### config.mk
export PLATFORM = sky130hd
export DESIGN_NAME = johnson_monitor
export DESIGN_NICKNAME = d
export VERILOG_FILES = /design/src/rtl/johnson_pkg.sv /design/src/rtl/johnson_decode.sv /design/src/rtl/johnson_monitor.sv
export SDC_FILE = /design/constraint.sdc
export NUM_CORES = 1
export LEC_CHECK = 0
export CAP_MARGIN = 20
export CORE_ASPECT_RATIO = 0.8
export CORE_UTILIZATION = 51
export CTS_CLUSTER_DIAMETER = 40
export DETAILED_ROUTE_END_ITERATION = 10
export PLACE_DENSITY = 0.79
export SYNTH_ARGS = -nofsm -noshare
export SYNTH_HDL_FRONTEND = slang
export SYNTH_HIERARCHICAL = 1
export SYNTH_SLANG_ARGS = --single-unit
### constraint.sdc
create_clock -name clk -period 1.8 [get_ports clk]
set_clock_uncertainty 0.05 [all_clocks]
set_input_delay 0.18 -clock clk [delete_from_list [all_inputs] [get_ports clk]]
set_output_delay 0.18 -clock clk [all_outputs]
set_load 0.1 [all_outputs]
### src/rtl/johnson_pkg.sv
// johnson_pkg: shared FSM state and step-class encodings for the Johnson monitor
package johnson_pkg;

    localparam logic [1:0] ACQUIRE = 2'd0;
    localparam logic [1:0] TRACK   = 2'd1;
    localparam logic [1:0] FAULT   = 2'd2;

    localparam logic [1:0] STEP_ADVANCE = 2'd0;
    localparam logic [1:0] STEP_HOLD    = 2'd1;
    localparam logic [1:0] STEP_BAD     = 2'd2;

endpackage

### src/rtl/johnson_decode.sv
// johnson_decode: combinational Johnson code legality check and state index decode
module johnson_decode #(
    parameter int N  = 7,
    parameter int IW = $clog2(2 * N)
) (
    input  logic [N-1:0]  Q_in,
    output logic          legal,
    output logic [IW-1:0] index
);

    localparam int PW = $clog2(N + 1);

    logic [PW-1:0] ones;
    logic [PW-1:0] edges;

    // popcount gives the position; a legal code has at most one 0/1 boundary
    always_comb begin
        ones  = '0;
        edges = '0;
        for (int i = 0; i < N; i++) ones = ones + PW'(Q_in[i]);
        for (int i = 0; i < N - 1; i++) edges = edges + PW'(Q_in[i] ^ Q_in[i+1]);
        legal = edges <= PW'(1);
        index = Q_in[N-1] ? IW'(ones) : (ones == '0 ? '0 : IW'(2 * N) - IW'(ones));
    end

endmodule

### src/rtl/johnson_monitor.sv
// johnson_monitor: decodes a Johnson-coded bus, checks its stepping and counts rotations
module johnson_monitor
    import johnson_pkg::*;
#(
    parameter int N  = 7,
    parameter int CW = 8,
    localparam int IW = $clog2(2 * N)
) (
    input  logic          clk,
    input  logic          clear_n,
    input  logic [N-1:0]  Q_in,
    output logic [IW-1:0] idx,
    output logic          code_ok,
    output logic          locked,
    output logic          step_err,
    output logic          fault,
    output logic [CW-1:0] cycles
);

    logic          legal;
    logic [IW-1:0] d;
    logic [IW-1:0] idx_next;
    logic [1:0]    step;
    logic [1:0]    state;
    logic [1:0]    state_nxt;
    logic          err_nxt;
    logic          wrap;

    johnson_decode #(.N(N), .IW(IW)) u_decode (
        .Q_in  (Q_in),
        .legal (legal),
        .index (d)
    );

    // classify the incoming sample against the current index
    always_comb begin
        idx_next  = (idx == IW'(2 * N - 1)) ? '0 : idx + 1'b1;
        step      = !legal ? STEP_BAD : d == idx_next ? STEP_ADVANCE : d == idx ? STEP_HOLD : STEP_BAD;
        wrap      = (step == STEP_ADVANCE) && (idx == IW'(2 * N - 1));
        err_nxt   = (state == ACQUIRE) ? !legal : (step == STEP_BAD);
        state_nxt = (state == ACQUIRE) ? (legal ? TRACK : FAULT) :
                    (state == TRACK && step == STEP_BAD) ? FAULT : state;
    end

    // FAULT is absorbing; only the asynchronous clear leaves it
    always_ff @(posedge clk or negedge clear_n) begin
        if (!clear_n) begin
            state    <= ACQUIRE;
            idx      <= '0;
            code_ok  <= 1'b0;
            step_err <= 1'b0;
            cycles   <= '0;
        end else begin
            state    <= state_nxt;
            code_ok  <= legal;
            step_err <= err_nxt;
            if (legal) idx <= d;
            if (state == TRACK && wrap && cycles != '1) cycles <= cycles + 1'b1;
        end
    end

    assign locked = (state == TRACK);
    assign fault  = (state == FAULT);

endmodule

==> summary.md <==
| Metric | Value |
|---|---|
| Status | finished, violations left |
| Failing checks | design-rule violations, negative setup slack |
| Die ar. | 2610 sq um |
| Port Buffers | 24 |
| Worst Setup Start Kind | input port |
| Largest net degree at the start of global routing | 17 |
| H-tree depth | 1 |
| N_diodes | 0 |
| Crit Path Max Fanout | 5 |
| Number of buffers created by CTS | 3 |
| Clock slew at the register clock pins of the worst setup and hold paths | around 80 ps |
| Reg2reg start | idx[3] |
| First-pass GRT wire length | roughly 5.2 mm |
| Layout area overhead | 60.1% |
| CTS Hold Bufs | 0 |
| Die height | 45.9 microns |
| CP Capture Type | register |
| Clock Tree Buf Depth | 2 |
| Worst rel slew slack | 0.611 |
| Syn nets | 138 |
| Synthesized area | 1230 sq um |
| Pre-antenna DRT Iters | 8 |
| Die W | 56.8 microns |
| Core Rows | 15 |
| Root Buffer | clkbuf_4 |
| Grt total ovfl | 0 |
| Fmax | 246 MHz |
| Post-synth cell types | 37 |
| CTS sink count | 16 |
| Crit path time final | 4070 ps |
| CTS tree | done |
| Lkg Pwr | 0.933 nW |
| Mapped Avg Cell Area | 10.3 sq um |
| #FFs+latches synth | 16 |
| Vias post-DR | ~1,200 |
| GRT Util Overall | 0.271 |
| Worst Path Required | 1940 ps |
| Placed cells | approximately 190 |
| Worst-Skew Late Latency | 290 ps |
| GPL Wtd Cong | 0.767 |
| Worst VDD drop | 0.794 mV |
| Min-Delay Path Class | input port to async pin |
| R2R setup slack | -210 ps |
| Initial Util | 0.554 |
| Cells after Synth | 119 |
| Power Density | 1580 nW/um^2 |
| Top cell type's share of synthesized area | 0.327 |
| Initial DRC count | 36 |
| Largest area contributor in the netlist | dfrtp_1 |
| WL/cell | about 19 microns |
| Worst slack, placed | -2720 ps |
| Fin crit share | 2.26 |
| Actual slew at the worst max-slew pin | 577 ps |
| Main synth FF type | dfrtp_1 |
| Final worst slack | -2270 ps |
| Final hold vios | 0 |
| Worst Path Class, Setup | input port to register |
| Top cells by area, synth | dfrtp_1 33%, fa_1 9.8%, xnor2_1 8.6%, mux2_2 4.6%, ha_1 4.1% |
| CP arrival | 4210 ps |
| MaxCap Viol Count | 0 |
| Num ports | 25 |
| Nets | 201 |
| Vias per cell | approximately 5.8 |
| Synth Warn # | 6 |
| Routed Antenna Nets | 0 |
| Vias in the first global route | roughly 1,100 |
| Async set-reset flop share out of synthesis | 1.00 |
| Hpwl dp | 2.35 mm |
| Antenna violations before repair | 0 |
| RSZ-0062 raised after global routing | true |
| Pwr Total | 0.00309 W |
| Reg2reg path depth | 7 |
| Share of layout cells above drive strength 1 | 0.494 |
| Max Slew Vio Count | 0 |
| Core Region | 2210 sq um |
| Reg-to-reg endpoint | cycles[0] |
| Fin cells | 205 |
| DRC violations left | 4 |
| EDFF count, synth | 0 |
| Routed wire length | between 3 and 4 mm |
| Setup Viol. Count Final | 16 |
| Fillers | 96 |
| Sequential element share of the synthesized area | 0.327 |
==> through the flow <==
step	area (sq um)	TNS [ps]	hold WS [ps]	util
global placement	1780	-35380	439	0.805
CTS	1860	-27980	181	0.838
finish	1960	-27980	162	0.886
floorplan	1250	-26110	-166	-
detailed placement	1780	-37280	439	0.805
global route	1960	-29230	173	0.886
==> power breakdown <==
group | total [W] | switching (W) | internal, W
clock | 0.000189 | 0.000111 | 0.0000781
sequential | 0.000584 | 0.000144 | 0.000440
combinational | 0.00232 | 0.00134 | 0.000985
==> synthesized netlist by cell type, types with 2 or more instances <==
| cell type | number |
|---|---|
| dfrtp_1 | 16 |
| xnor2_1 | 12 |
| inv_1 | 11 |
| nor2_1 | 8 |
| nand3_1 | 7 |
| fa_1 | 6 |
| mux2_2 | 5 |
| nand2_1 | 5 |
| xor2_1 | 5 |
| ha_1 | 4 |
| nand2b_1 | 4 |
| nor2b_1 | 4 |
| and3_1 | 3 |
| nand4_1 | 3 |
| a21o_1 | 2 |
| a21oi_1 | 2 |
| nand3b_1 | 2 |
==> sequential cells by signal, summed over array words and instances (netlist names) <==
| signal | flops |
|---|---|
| code_ok | 1 |
| cycles | 8 |
| idx | 4 |
| state | 2 |
| step_err | 1 |
==> metal layers <==
metal	track usage	share of wire	vias to the layer above
met3	0.0795	0.075	18
met5	0	0	-
li1	-	-	525
met2	0.495	0.49	58
met1	0.330	0.39	581
met4	0.0439	0.041	0
==> worst max path at each step <==
stage                      endpoint  cells after the start  slack, ps  startpoint
after floorplan           cycles[1]                     14      -2060     Q_in[0]
after global placement    cycles[1]                     15      -2580     Q_in[0]
final                      state[1]                     16      -2270     Q_in[0]
after detailed placement  cycles[1]                     15      -2720     Q_in[0]
after CTS                 cycles[1]                     15      -2070     Q_in[3]
after global routing      cycles[0]                     16      -2330     Q_in[0]
==> area by class of cell <==
cell class | count | area, sq um | area share
multi-input combinational | 91 | 882 | 0.449
timing repair buffer | 59 | 586 | 0.298
sequential | 16 | 400 | 0.204
inverter | 11 | 41.3 | 0.0210
tap | 25 | 31.3 | 0.0159
clock buffer | 3 | 22.5 | 0.0115
==> repair_timing <==
item | CTS | global route
endpoints found under the setup margin | 16 | 16
buffers inserted | 3 | 7
resized for setup | 21 | 23
gates cloned | 1 | 0
pin swaps | 14 | 16
==> cell families (layout without fill, tap and decap cells) <==
group,after synthesis,count (layout),synth area share
compound gates,11,12,0.0694
xor+xnor,17,17,0.121
fa+ha+maj,10,10,0.139
buf+inv,13,73,0.0469
flops,16,16,0.327
mux,6,6,0.0582
simple gates,46,46,0.239
==> critical path, stage by stage <==
cell and delay [ps]:
buf_6 100, fa_1 520, inv_1 50, fa_1 470, fa_2 350, inv_2 70, fa_2 470, or4_1 440
nand4_1 240, xnor2_1 160, nand2_1 100, buf_4 140, buf_4 120, nor4_1 440, nor2_1 160, a21o_1 210
==> cells in the final DEF, fill, tap and decap left out, types with 3 or more instances in the layout <==
| cell type | count |
|---|---|
| buf_4 | 39 |
| dfrtp_1 | 16 |
| xnor2_1 | 10 |
| buf_12 | 9 |
| inv_1 | 9 |
| nor2_1 | 7 |
| buf_6 | 6 |
| nand2_1 | 5 |
| mux2_4 | 5 |
| nand3_1 | 4 |
| nand2b_1 | 4 |
| fa_1 | 4 |
| xor2_1 | 3 |
| nand4_1 | 3 |
| nand3_2 | 3 |
| ha_1 | 3 |
| clkbuf_4 | 3 |
No activity file was read; power rests on OpenSTA's default activity.
